### src/rtl/uart_seq_sender.sv
// uart_seq_sender: 8N1 UART transmitter cycling a character sequence, with single/burst requests and one-deep queueing
module uart_seq_sender #(
  parameter int         CLK_HZ     = 100_000_000,
  parameter int         BAUD       = 9600,
  parameter logic [7:0] CHAR_FIRST = 8'h30,
  parameter logic [7:0] CHAR_LAST  = 8'h7A,
  parameter int         BURST_LEN  = 4
) (
  input  logic       clk,
  input  logic       reset,
  input  logic       start,
  input  logic       burst,
  output logic       tx,
  output logic       busy,
  output logic       tx_done,
  output logic       drop,
  output logic [7:0] cur_char
);
  localparam int BIT_CYC = CLK_HZ / BAUD;
  localparam int CW = $clog2(BIT_CYC);
  localparam logic [CW-1:0] LAST_CYC = CW'(BIT_CYC - 1);
  localparam logic [7:0] BL = 8'(BURST_LEN);

  typedef enum logic [1:0] {IDLE, START, DATA, STOP} state_t;

  state_t        state_q, state_d;
  logic [CW-1:0] cyc_q, cyc_d;
  logic [2:0]    bit_q, bit_d;
  logic [7:0]    frame_q, frame_d;
  logic [7:0]    char_q, char_d;
  logic [7:0]    cnt_q, cnt_d;
  logic          pend_q, pend_d;
  logic          pburst_q, pburst_d;
  logic          drop_q, drop_d;
  logic          last, fin, new_pend;
  logic [7:0]    cnt_dec;

  // next-state: bit timing, frame sequencing, character advance and request queueing
  always_comb begin
    last     = cyc_q == LAST_CYC;
    fin      = state_q == STOP && last;
    cnt_dec  = cnt_q - 8'd1;
    new_pend = start && state_q != IDLE && !pend_q;
    state_d  = state_q;
    cyc_d    = (state_q == IDLE || last) ? '0 : cyc_q + CW'(1);
    bit_d    = bit_q;
    frame_d  = frame_q;
    char_d   = fin ? (char_q == CHAR_LAST ? CHAR_FIRST : char_q + 8'd1) : char_q;
    cnt_d    = fin ? cnt_dec : cnt_q;
    pend_d   = pend_q | new_pend;
    pburst_d = new_pend ? burst : pburst_q;
    drop_d   = start && state_q != IDLE && pend_q;
    case (state_q)
      IDLE: if (start) begin
        state_d = START;
        cnt_d   = burst ? BL : 8'd1;
        frame_d = char_q;
      end
      START: if (last) begin
        state_d = DATA;
        bit_d   = 3'd0;
      end
      DATA: if (last) begin
        bit_d = bit_q + 3'd1;
        if (bit_q == 3'd7) state_d = STOP;
      end
      STOP: if (last) begin
        if (cnt_dec != 8'd0) begin
          state_d = START;
          frame_d = char_d;
        end else if (pend_q || start) begin
          state_d = START;
          frame_d = char_d;
          cnt_d   = (pend_q ? pburst_q : burst) ? BL : 8'd1;
          pend_d  = 1'b0;
        end else begin
          state_d = IDLE;
        end
      end
      default: state_d = IDLE;
    endcase
  end

  // state registers with asynchronous reset
  always_ff @(posedge clk or posedge reset) begin
    if (reset) begin
      state_q  <= IDLE;
      cyc_q    <= '0;
      bit_q    <= 3'd0;
      frame_q  <= 8'd0;
      char_q   <= CHAR_FIRST;
      cnt_q    <= 8'd0;
      pend_q   <= 1'b0;
      pburst_q <= 1'b0;
      drop_q   <= 1'b0;
    end else begin
      state_q  <= state_d;
      cyc_q    <= cyc_d;
      bit_q    <= bit_d;
      frame_q  <= frame_d;
      char_q   <= char_d;
      cnt_q    <= cnt_d;
      pend_q   <= pend_d;
      pburst_q <= pburst_d;
      drop_q   <= drop_d;
    end
  end

  assign tx       = state_q == START ? 1'b0 : state_q == DATA ? frame_q[bit_q] : 1'b1;
  assign busy     = state_q != IDLE;
  assign tx_done  = fin;
  assign drop     = drop_q;
  assign cur_char = char_q;
endmodule
### config.mk
export PLATFORM = sky130hd
export DESIGN_NAME = uart_seq_sender
export DESIGN_NICKNAME = d
export VERILOG_FILES = /design/src/rtl/uart_seq_sender.sv
export SDC_FILE = /design/constraint.sdc
export NUM_CORES = 1
export LEC_CHECK = 0
export BUFFER_PORTS_ARGS = -buffer_cell sky130_fd_sc_hd__buf_4
export CORE_MARGIN = 4
export CORE_UTILIZATION = 30
export CTS_CLUSTER_DIAMETER = 120
export CTS_CLUSTER_SIZE = 8
export DETAILED_ROUTE_END_ITERATION = 10
export GPL_ROUTABILITY_DRIVEN = 0
export PLACE_DENSITY = 0.54
export SLEW_MARGIN = 20
export SYNTH_ARGS = -nofsm -noshare
export SYNTH_HDL_FRONTEND = slang
export SYNTH_SLANG_ARGS = --single-unit
export TNS_END_PERCENT = 100
### constraint.sdc
create_clock -name clk -period 2.3 [get_ports clk]
set_input_delay 0.115 -clock clk [delete_from_list [all_inputs] [get_ports clk]]
set_output_delay 0.115 -clock clk [all_outputs]
set_load 0.005 [all_outputs]
**Word-level counts from Yosys, hierarchy flattened**

Cells that the tools add are included.

- Register bits after elaboration: 46
- Bits in latches: 0
- Output and inout port bits: 12
- Word-level logic and storage cells: 78
- Memory bits (writable): 0
- Memories kept: 0
- Memory bits (read-only): 0
- Bits of input ports: 4

- $mul: 0
- Shifts and indexed selects: 0
- Equal/unequal tests: 12
- Divide/modulo/power cells: 0
- Add/subtract/negate cells: 4
- Bitwise gates (word level): 1
- Reduce and logical (&&, ||, !) cells: 15
- Magnitude comparators: 1
- Multiplexer cells: 36

Operators with widths:

| cell | number |
|---|---|
| 2-to-1 mux 8 bit | 11 |
| one-hot mux 8 bit (2 select lines) | 2 |
| adder 14 x 1 -> 14 bit (second input constant) | 1 |
| equality test 14 bit (second input constant) | 1 |
| 2-to-1 mux 14 bit | 1 |
| 2-to-1 mux 3 bit | 4 |
| 2-to-1 mux 1 bit | 10 |
| 2-to-1 mux 2 bit | 5 |
| != test 2 bit (second input constant) | 5 |
| adder 8 x 1 -> 8 bit (second input constant) | 1 |
| equality test 8 x 7 -> 1 bit (second input constant) | 1 |
| one-hot mux 2 bit (4 select lines) | 1 |
| nonzero test 8 bit | 1 |
| subtractor 8 x 1 -> 8 bit (second input constant) | 1 |
| one-hot mux 3 bit (2 select lines) | 1 |
| nonzero test 2 bit | 3 |
| AND reduction 5 bit | 1 |
| equality test 2 bit (second input constant) | 2 |
| logical AND 1 bit | 4 |
| < comparator 3 x 4 -> 1 bit (second input constant) | 1 |
| AND reduction 4 bit | 1 |
| adder 3 x 1 -> 3 bit (second input constant) | 1 |
| binary-select mux 1 bit (select 3 bit) | 1 |
| equality test 3 bit (second input constant) | 1 |
| 7 further kinds | 8 |

**Depth between registers and ports, before layout**

Gate-level depths: netlist (run 1).

- Depth after elaboration: 8
- Mapped depth: 9
- Gate-level depth less buffers: 7

**Least setup slack after synthesis (run 1)**

OpenSTA, ideal clock, no wires.

- Path kind: reg2reg
- Start point: register state_q[0]
- End point: register frame_q[0]
- Path buffers: 1
- Slack: 0.113 ns
- Period minus slack after synthesis: 2.187 ns
- Arrival: 2.062 ns
- Library setup time: 0.125 ns
- Stages on the path, launching flop included: 9
- Path through: dfrtp_1 inv_1 ha_1 clkbuf_1 nor2b_1 or2_2 o21bai_1 a31oi_4 mux2_2

- Longest elaborated chain between the ends: 7
- Elaborated cells between the ends (all ways): 13
- Classes of those cells: eq/ne (4); mux (5); reduce/logical (4)

Ends and longest elaborated chain:

| item | RTL line | RTL |
|---|---|---|
| start: declaration | 26 | `state_t state_q, state_d;` |
| start signal: assignment | 97 | `state_q <= state_d;` |
| equality test 2 bit | 41, 53 |  |
| logical AND 1 bit | 41 | `fin = state_q == STOP && last;` |
| 2-to-1 mux 8 bit | 48 | `char_d = fin ? (char_q == CHAR_LAST ? CHAR_FIRST : char_q + 8'd1) : char_q;` |
| 2-to-1 mux 8 bit | 71 | `end else if (pend_q \|\| start) begin` |
| 2-to-1 mux 8 bit | 68 | `if (cnt_dec != 8'd0) begin` |
| 2-to-1 mux 8 bit | 67 | `STOP: if (last) begin` |
| one-hot mux 8 bit (2 select lines) | 53 | `case (state_q)` |
| end signal: assignment | 100 | `frame_q <= frame_d;` |
| end: declaration | 29 | `logic [7:0] frame_q, frame_d;` |

Several ways; a longest one is shown, not always the timed one. The select of a mux whose other input is x is not followed.
A chain may end at the register's enable or synchronous reset.

**Worst setup path after layout (run 1)**

- Start point: register state_q[0]
- End point: register frame_q[4]

Same word-level chain as after synthesis.

==> results.yml, run 1 <==
detailed_routing:
  wl_met2_mm: 2.377
  dr.pass1.iters: 4
  drt_iter0_markers: 72
  wire_per_inst_um: 13.40
  ant_nets: 0
  vias: 1966
  top_layer: "met4"
  wl_met1_mm: 2.590
  wl_mm: 5.200
  routed-wl-met3_um: 148
  viasPerCell: 5.067
  drc: 0
layout:
  final_cells: 388
  fin_nets: 298
  drive_gt1_share_pct: 24.03
  area_delta_synth_final_pct: 16.14
  n_antenna_cell: 0
worst_setup_path:
  worstSetupPathType: "flop to flop"
  cp.arrival_ps: 2360
  cp-start-kind: "flop"
  cp.required_ps: 2480
  critPathMaxFanout: 8
  end_kind: "flop"
synthesis:
  synth_top_area_share_pct: 42.39
  yosysUniqueCellTypes: 50
  avgSynthCellArea_um2: 10.31
  synth_flop_cell: "dfrtp_1"
  yosysMostFrequentCell: "dfrtp_1"
  ys_warn_count: 0
  synth-edff-count: 0
  syn_area_um2: 2597
  syn_inst: 252
  syn-num-nets: 267
  synth_common_cells: "dfrtp_1 (44), nor2_1 (29), mux2_2 (14)"
  async_flop_share_pct: 100.0
  synth_top_area_cell: "dfrtp_1"
  ys_seq_elements: 46
  synth_seq_area_share_pct: 44.41
  synth_area_leaders: "dfrtp_1 (42%), mux2_2 (6.1%), ha_1 (5.3%)"
clock_tree:
  clockBufferDepth: 2
  cts_sinks: 46
  h-tree-depth: 2
  clk_pin_slew_worst_paths_ps: 80
  clk-insertion-delay-late_ps: 290
  cts_tree: "done"
  cts_buffers: 5
  cts_root_buf: "clkbuf_8"
global_route:
  grt_usage_pct: 10.94
  antenna_found_initial: 0
  first_global_vias: 1913
  grt_pass1_wl_mm: 9.032
  grt_remaining_overflow: 0
  grt_max_degree: 24
place:
  io_buffer_count: 15
  hpwl_mm: 3.910
  placedCellCount: 378
  pre_cts_slack_ps: 118.4
timing:
  finalSetupViolations: 0
  maxSlewViolCount: 0
  tightest_slew_ps: 473.9
  tns_ps: 0
  rsz0062_at_grt: "false"
  fmaxAchievable_mhz: 458.3
  fin_ws_ps: 118.1
  finalCriticalPeriod_ps: 2182
  hold_viol: 0
  maxSlewHeadroom_pct: 68.36
  period_share_pct: 94.87
  finClkSkew_ps: 6.199
power:
  powerDensity_nw_per_um2: 444.2
  peakVddDrop_mv: 0.2691
  leakagePower_nw: 1.372
die:
  initial_core_util_pct: 31.30
  die_y_um: 101.1
  rows: 33
  core_area_um2: 8299
  die_w_um: 101.1
  dieArea_um2: 10210
  pin_count: 16
job:
  maxCapViolCount: 0
min_path:
  min_path_type: "primary input to flop"
outcome:
  status: "finished clean"
## cells in the final DEF, fill, tap and decap left out, types with 6 or more instances in the layout
master | netlist | routed
buf_4 | 0 | 34
and3_1 | 6 | 6
nand2_1 | 10 | 10
ha_1 | 11 | 11
nand3_1 | 9 | 9
a21oi_1 | 9 | 9
xor2_1 | 13 | 13
nand4b_1 | 6 | 6
o21ai_0 | 9 | 9
nor2_1 | 29 | 29
mux2_2 | 14 | 14
inv_1 | 10 | 9
dfrtp_1 | 44 | 44
## cell families (layout without fill, tap and decap cells)
group                    count (synthesis)  count (layout)  synth area share, %
flip-flops                              46              46                44.41
AO/OA/AOI/OAI                           41              41                11.18
adder cells (fa/ha/maj)                 11              11                5.299
AND/OR/NAND/NOR                         99              99                21.39
XOR/XNOR                                17              17                5.732
multiplexers                            17              17                8.189
buffers and inverters                   21              52                3.805
## sequential cells by signal (all words and copies together), names as in the netlist
name      cells
cur_char      8
frame_q       8
pburst_q      1
bit_q         3
drop          1
state_q       2
cnt_q         8
pend_q        1
cyc_q        14
## final cells by class
class,count,area [um2]
timing repair buffer,35,265.3
tap,105,131.4
fill,845,5283
clock buffer,7,76.32
multi-input combinational,185,1353
inverter,10,37.54
sequential,46,1154
## path summary, 6_finish.rpt
kind	start	to	slack, ps	cells after the start
min	burst	pburst_q$_DFFE_PP0P_	90	2
min in group asynchronous	reset	bit_q[1]$_DFFE_PP0P_	400	3
max	state_q[0]$_DFFE_PP0P_	frame_q[4]$_DFFE_PP0P_	120	7
min reg2reg	cyc_q[0]$_DFF_PP0_	cyc_q[0]$_DFF_PP0_	480	1
max reg2reg	state_q[0]$_DFFE_PP0P_	frame_q[4]$_DFFE_PP0P_	120	7
max in group asynchronous	reset	cur_char[4]$_DFF_PP1_	1260	4
## critical path, cell delays in order, from the launching register on
cell and delay [ps]:
dfrtp_1 400, inv_1 100, ha_1 210, nor2b_1 160, or2_2 310, o21bai_1 200, a31oi_4 310, mux2_2 380
## where the power goes
| group | internal (W) | total [W] | leakage, nW | switching [W] |
|---|---|---|---|---|
| clock | 0.000210 | 0.000458 | 0.0383 | 0.000248 |
| sequential | 0.000813 | 0.000818 | 0.604 | 0.00000531 |
| combinational | 0.0000271 | 0.0000641 | 0.729 | 0.0000370 |
| total | 0.00105 | 0.00134 | 1.37 | 0.000290 |
## routing by layer
| layer | vias up | track usage, % |
|---|---|---|
| li1 | 972 | - |
| met1 | 963 | 14.92 |
| met2 | 25 | 17.10 |
| met3 | 6 | 2.353 |
| met4 | 0 | 3.783 |
| met5 | - | 0 |
## metrics by stage
step	util, %	power [W]	cell area, um2	hold WS (ps)
2_1_floorplan	-	0.0008747	2597	266.7
3_3_place_gp	35.04	0.0008977	2908	171.8
3_5_place_dp	35.04	0.0008986	2908	170.9
4_1_cts	36.08	0.001372	2994	78.40
5_1_grt	36.35	0.001409	3017	83.95
6_report	36.35	0.001340	3017	88.09
## repair_timing
item                                    in CTS  in global routing
hold buffers                                 1                  0
buffers inserted                             0                  2
hold endpoints to repair                    21                  0
gates resized for setup                      0                  2
endpoints found under the setup margin       0                  4
(Power assumes the default switching activity.)
==> run 2: changes to the inputs <==
CORE_MARGIN = 5   (was 4)
==> run 2 against run 1 <==
Worst hold slack worse by 13 ps. Critical endpoint is now frame_q[1]$_DFFE_PP0P_. Clock skew is 5.1 ps higher. Clock power is 31% higher. Register-to-register slack hardly changed. Via count is 0.10% lower. Cell area is 0.37% lower. Sequential power hardly changed. Routed wire length is 5.5% higher. Clock-buffer cell count stayed put. Combinational power is 2% lower. Sequential share of layout area is 0.14 points higher.
==> results.yml, run 2 (synthesized netlist as in run 1, its figures left out) <==
power:
  peakVddDrop_mv: 0.2452
  post-layout-total-power_w: 0.001481
  powerDensity_nw_per_um2: 492.9
  leakagePower_nw: 1.354
clock_tree:
  clk_pin_slew_worst_paths_ps: 80
  cts_buffers: 5
  cts_sinks: 46
  post-cts-setup-buffer-count: 0
  h-tree-depth: 2
  cts_resized: 0
  clockBufferDepth: 2
  cts_tree: "done"
  cts_root_buf: "clkbuf_8"
  clk-insertion-delay-late_ps: 300
min_path:
  hold_path_startpoint: "burst"
  hold_depth: 2
  min_to: "pburst_q$_DFFE_PP0P_"
  min_path_type: "primary input to flop"
detailed_routing:
  viasPerCell: 5.075
  wl_mm: 5.487
  wire_per_inst_um: 14.18
  drc: 0
  dr.pass1.iters: 4
  ant_nets: 0
  drt_iter0_markers: 55
  vias: 1964
timing:
  fin_ws_ps: 128.8
  maxSlewViolCount: 0
  finalSetupViolations: 0
  period_share_pct: 94.40
  maxSlewHeadroom_pct: 62.78
  tns_ps: 0
  tightest_slew_ps: 557.5
  hold_viol: 0
  finalCriticalPeriod_ps: 2171
  rsz0062_at_grt: "false"
  fmaxAchievable_mhz: 460.6
  finClkSkew_ps: 11.25
die:
  pin_count: 16
  core_area_um2: 8593
  die_y_um: 103.1
  initial_core_util_pct: 30.23
  die_w_um: 103.1
  rows: 34
  dieArea_um2: 10620
worst_setup_path:
  r2r-end: "frame_q[1]$_DFFE_PP0P_"
  cp.required_ps: 2480
  rrSetupSlack_ps: 130
  cp.arrival_ps: 2360
  cp-start-kind: "flop"
  reg2regPathDepth: 7
  critPathMaxFanout: 8
  end_kind: "flop"
  r2r-start: "state_q[1]$_DFFE_PP0P_"
  worstSetupPathType: "flop to flop"
layout:
  area_delta_synth_final_pct: 15.70
  drive_gt1_share_pct: 22.22
  fin_nets: 293
  mostFrequentLayoutCells: "dfrtp_1 (44), nor2_1 (29), buf_4 (29)"
  n_antenna_cell: 0
  fillers: 884
  final_common_cell: "dfrtp_1"
  largest_register_ffs: 14
  top_register: "cyc_q"
  final_cells: 387
job:
  maxCapViolCount: 0
global_route:
  grt_usage_pct: 11.02
  first_global_vias: 1920
  grt_max_degree: 25
  grt_pass1_wl_mm: 9.294
  grt_remaining_overflow: 0
  antenna_found_initial: 0
place:
  placedCellCount: 378
  hpwl_mm: 3.962
  pre_cts_slack_ps: 143.2
  io_buffer_count: 15
outcome:
  status: "finished clean"
==> run 2: repair_timing <==
item | 4_1_cts | 5_1_grt
endpoints found under the setup margin | 0 | 2
hold endpoints to repair | 20 | 0
hold buffers | 1 | 0
==> run 2: worst max-delay path by stage <==
stage	startpoint	end
finish	state_q[1]$_DFFE_PP0P_	frame_q[1]$_DFFE_PP0P_
CTS	state_q[1]$_DFFE_PP0P_	frame_q[1]$_DFFE_PP0P_
detailed placement	cyc_q[0]$_DFF_PP0_	cnt_q[2]$_DFF_PP0_
floorplan	state_q[0]$_DFFE_PP0P_	frame_q[0]$_DFFE_PP0P_
global route	state_q[1]$_DFFE_PP0P_	frame_q[1]$_DFFE_PP0P_
global placement	cyc_q[0]$_DFF_PP0_	cnt_q[2]$_DFF_PP0_
==> run 2: layout make-up <==
| class | count | area [um2] | area share (%) |
|---|---|---|---|
| multi-input combinational | 185 | 1345 | 44.75 |
| clock inverter | 1 | 30.03 | 0.9992 |
| timing repair buffer | 30 | 227.7 | 7.577 |
| tap | 108 | 135.1 | 4.496 |
| inverter | 10 | 37.54 | 1.249 |
| clock buffer | 7 | 76.32 | 2.540 |
| sequential | 46 | 1154 | 38.38 |
==> run 2: metrics by stage <==
step	util (%)	hold slack, ps	instance area (um2)
2_1_floorplan	-	266.7	2597
3_3_place_gp	33.62	196.7	2889
3_5_place_dp	33.62	198.3	2889
4_1_cts	34.97	64.91	3005
5_1_grt	34.97	70.56	3005
6_report	34.97	75.24	3005
==> run 2: metal layers <==
metal | global-route usage, % | routed length [um] | vias up
met3 | 2.233 | 268 | 5
met1 | 16.35 | 2817 | 946
li1 | - | - | 963
met5 | 0 | 0 | -
met2 | 15.89 | 2335 | 50
met4 | 3.685 | 65 | 0
==> run 2: critical path, cell delays in order, from the launching register on <==
cell and delay, ps:
dfrtp_1 440, inv_1 90, ha_1 200, nor2b_1 160, or2_2 300, o21bai_1 200, a31oi_4 300, mux2_2 370
==> run 2: power by group <==
part	internal (W)	switching, W
combinational	0.0000260	0.0000370
clock	0.000326	0.000274
sequential	0.000813	0.00000525
==> run 3: changes to the inputs <==
PLACE_DENSITY = unset   (was 0.54)
==> run 3 against run 2 <==
Combinational power is 0.8% lower. Routed wire length down 3.2%. Worst setup slack worse by 6.4 ps. Register-to-register slack about the same. Cell area is 0.37% lower. Final cell count stayed put.
==> results.yml, run 3 (synthesized netlist as in run 1, its figures left out) <==
outcome:
  status: "finished clean"
detailed_routing:
  drc: 0
  routed-wl-met3_um: 147
  wire_per_inst_um: 13.73
  vias: 1934
  ant_nets: 0
  wl_mm: 5.314
  wl_met1_mm: 2.512
  wl_met2_mm: 2.567
  drt_iter0_markers: 55
  viasPerCell: 4.997
  top_layer: "met4"
  dr.pass1.iters: 4
layout:
  final_cells: 387
  top_register: "cyc_q"
  area_delta_synth_final_pct: 15.27
  mostFrequentLayoutCells: "dfrtp_1 (44), nor2_1 (29), buf_4 (29)"
  drive_gt1_share_pct: 22.94
  fin_nets: 293
  n_antenna_cell: 0
  largest_register_ffs: 14
  final_common_cell: "dfrtp_1"
place:
  hpwl_mm: 3.872
  io_buffer_count: 15
  placedCellCount: 378
worst_setup_path:
  critPathMaxFanout: 12
  cp.arrival_ps: 2370
  r2r-start: "cyc_q[0]$_DFF_PP0_"
  cp.depth: 7
  end_kind: "flop"
  cp-start-kind: "flop"
  cp.required_ps: 2490
  rrSetupSlack_ps: 120
  r2r-end: "frame_q[7]$_DFFE_PP0P_"
  cp_cell_sequence: "ha_1 > and4_1 > and4_1 > buf_4 > nand4_1 > mux2_2 > mux2_2"
  slowest_delay_ps: 420
  crit_family: "multiplexers"
  path_buf_inv: 1
  worstSetupPathType: "flop to flop"
  slowest_stage: "dfrtp_1"
  reg2regPathDepth: 7
power:
  powerDensity_nw_per_um2: 459.5
  peakVddDrop_mv: 0.3364
  leakagePower_nw: 1.351
die:
  rows: 34
  die_y_um: 103.1
  pin_count: 16
  die_w_um: 103.1
  initial_core_util_pct: 30.23
  dieArea_um2: 10620
  core_area_um2: 8593
clock_tree:
  h-tree-depth: 2
  cts_sinks: 46
  cts_root_buf: "clkbuf_8"
  cts_buffers: 5
  clk_pin_slew_worst_paths_ps: 90
  cts_tree: "done"
  clockBufferDepth: 2
  clk-insertion-delay-late_ps: 300
min_path:
  hold_depth: 2
  min_to: "pburst_q$_DFFE_PP0P_"
  hold_path_startpoint: "burst"
  min_path_type: "primary input to flop"
timing:
  whs_ps: 70.76
  finalSetupViolations: 0
  finClkSkew_ps: 3.791
  period_share_pct: 94.68
  fmaxAchievable_mhz: 459.2
  maxSlewHeadroom_pct: 65.47
  tightest_slew_ps: 504.8
  rsz0062_at_grt: "false"
  tns_ps: 0
  hold_viol: 0
  maxSlewViolCount: 0
  finalCriticalPeriod_ps: 2178
global_route:
  grt_max_degree: 30
  grt_usage_pct: 10.81
  antenna_found_initial: 0
  grt_pass1_wl_mm: 9.190
  grt_remaining_overflow: 0
  first_global_vias: 1940
job:
  maxCapViolCount: 0
-- run 3: area by class of cell --
type / instances / area, um2
Sequential cell: 46 / 1154
Inverter: 10 / 37.54
Timing Repair Buffer: 30 / 227.7
Multi-Input combinational cell: 185 / 1354
Fill cell: 910 / 5599
Tap cell: 108 / 135.1
Clock buffer: 6 / 72.57
Clock inverter: 2 / 13.76
-- run 3: how the worst max path moves through the flow --
stage	start	end
after floorplan	state_q[0]$_DFFE_PP0P_	frame_q[0]$_DFFE_PP0P_
after global placement	cyc_q[0]$_DFF_PP0_	cnt_q[2]$_DFF_PP0_
after detailed placement	cyc_q[0]$_DFF_PP0_	cnt_q[2]$_DFF_PP0_
after CTS	cyc_q[0]$_DFF_PP0_	cnt_q[2]$_DFF_PP0_
after global routing	cyc_q[0]$_DFF_PP0_	frame_q[7]$_DFFE_PP0P_
final	cyc_q[0]$_DFF_PP0_	frame_q[7]$_DFFE_PP0P_
-- run 3: timing repair --
item	in CTS	in global routing
setup buffers	0	0
hold endpoints to repair	17	0
endpoints found under the setup margin	0	2
gates resized for setup	0	2
hold buffers	1	0
-- run 3: stage by stage --
stage / total power (W) / setup WS [ps] / instance area [um2] / utilization [%]
2_1_floorplan: 0.0008747 / 112.8 / 2597 / -
3_3_place_gp: 0.0008966 / 121.5 / 2889 / 33.62
3_5_place_dp: 0.0008968 / 98.11 / 2889 / 33.62
4_1_cts: 0.001400 / 80.70 / 2985 / 34.74
5_1_grt: 0.001444 / 1.474 / 2994 / 34.84
6_report: 0.001376 / 122.3 / 2994 / 34.84
-- run 3: layer usage --
layer  vias to the layer above  global-route usage [%]
li1                        960                       -
met5                         -                       0
met1                       941                   14.50
met3                         7                   2.165
met2                        26                   17.37
met4                         0                   3.785
-- run 3: report_power, final --
group	internal, W	switching (W)
sequential	0.000813	0.00000528
combinational	0.0000259	0.0000366
clock	0.000215	0.000280
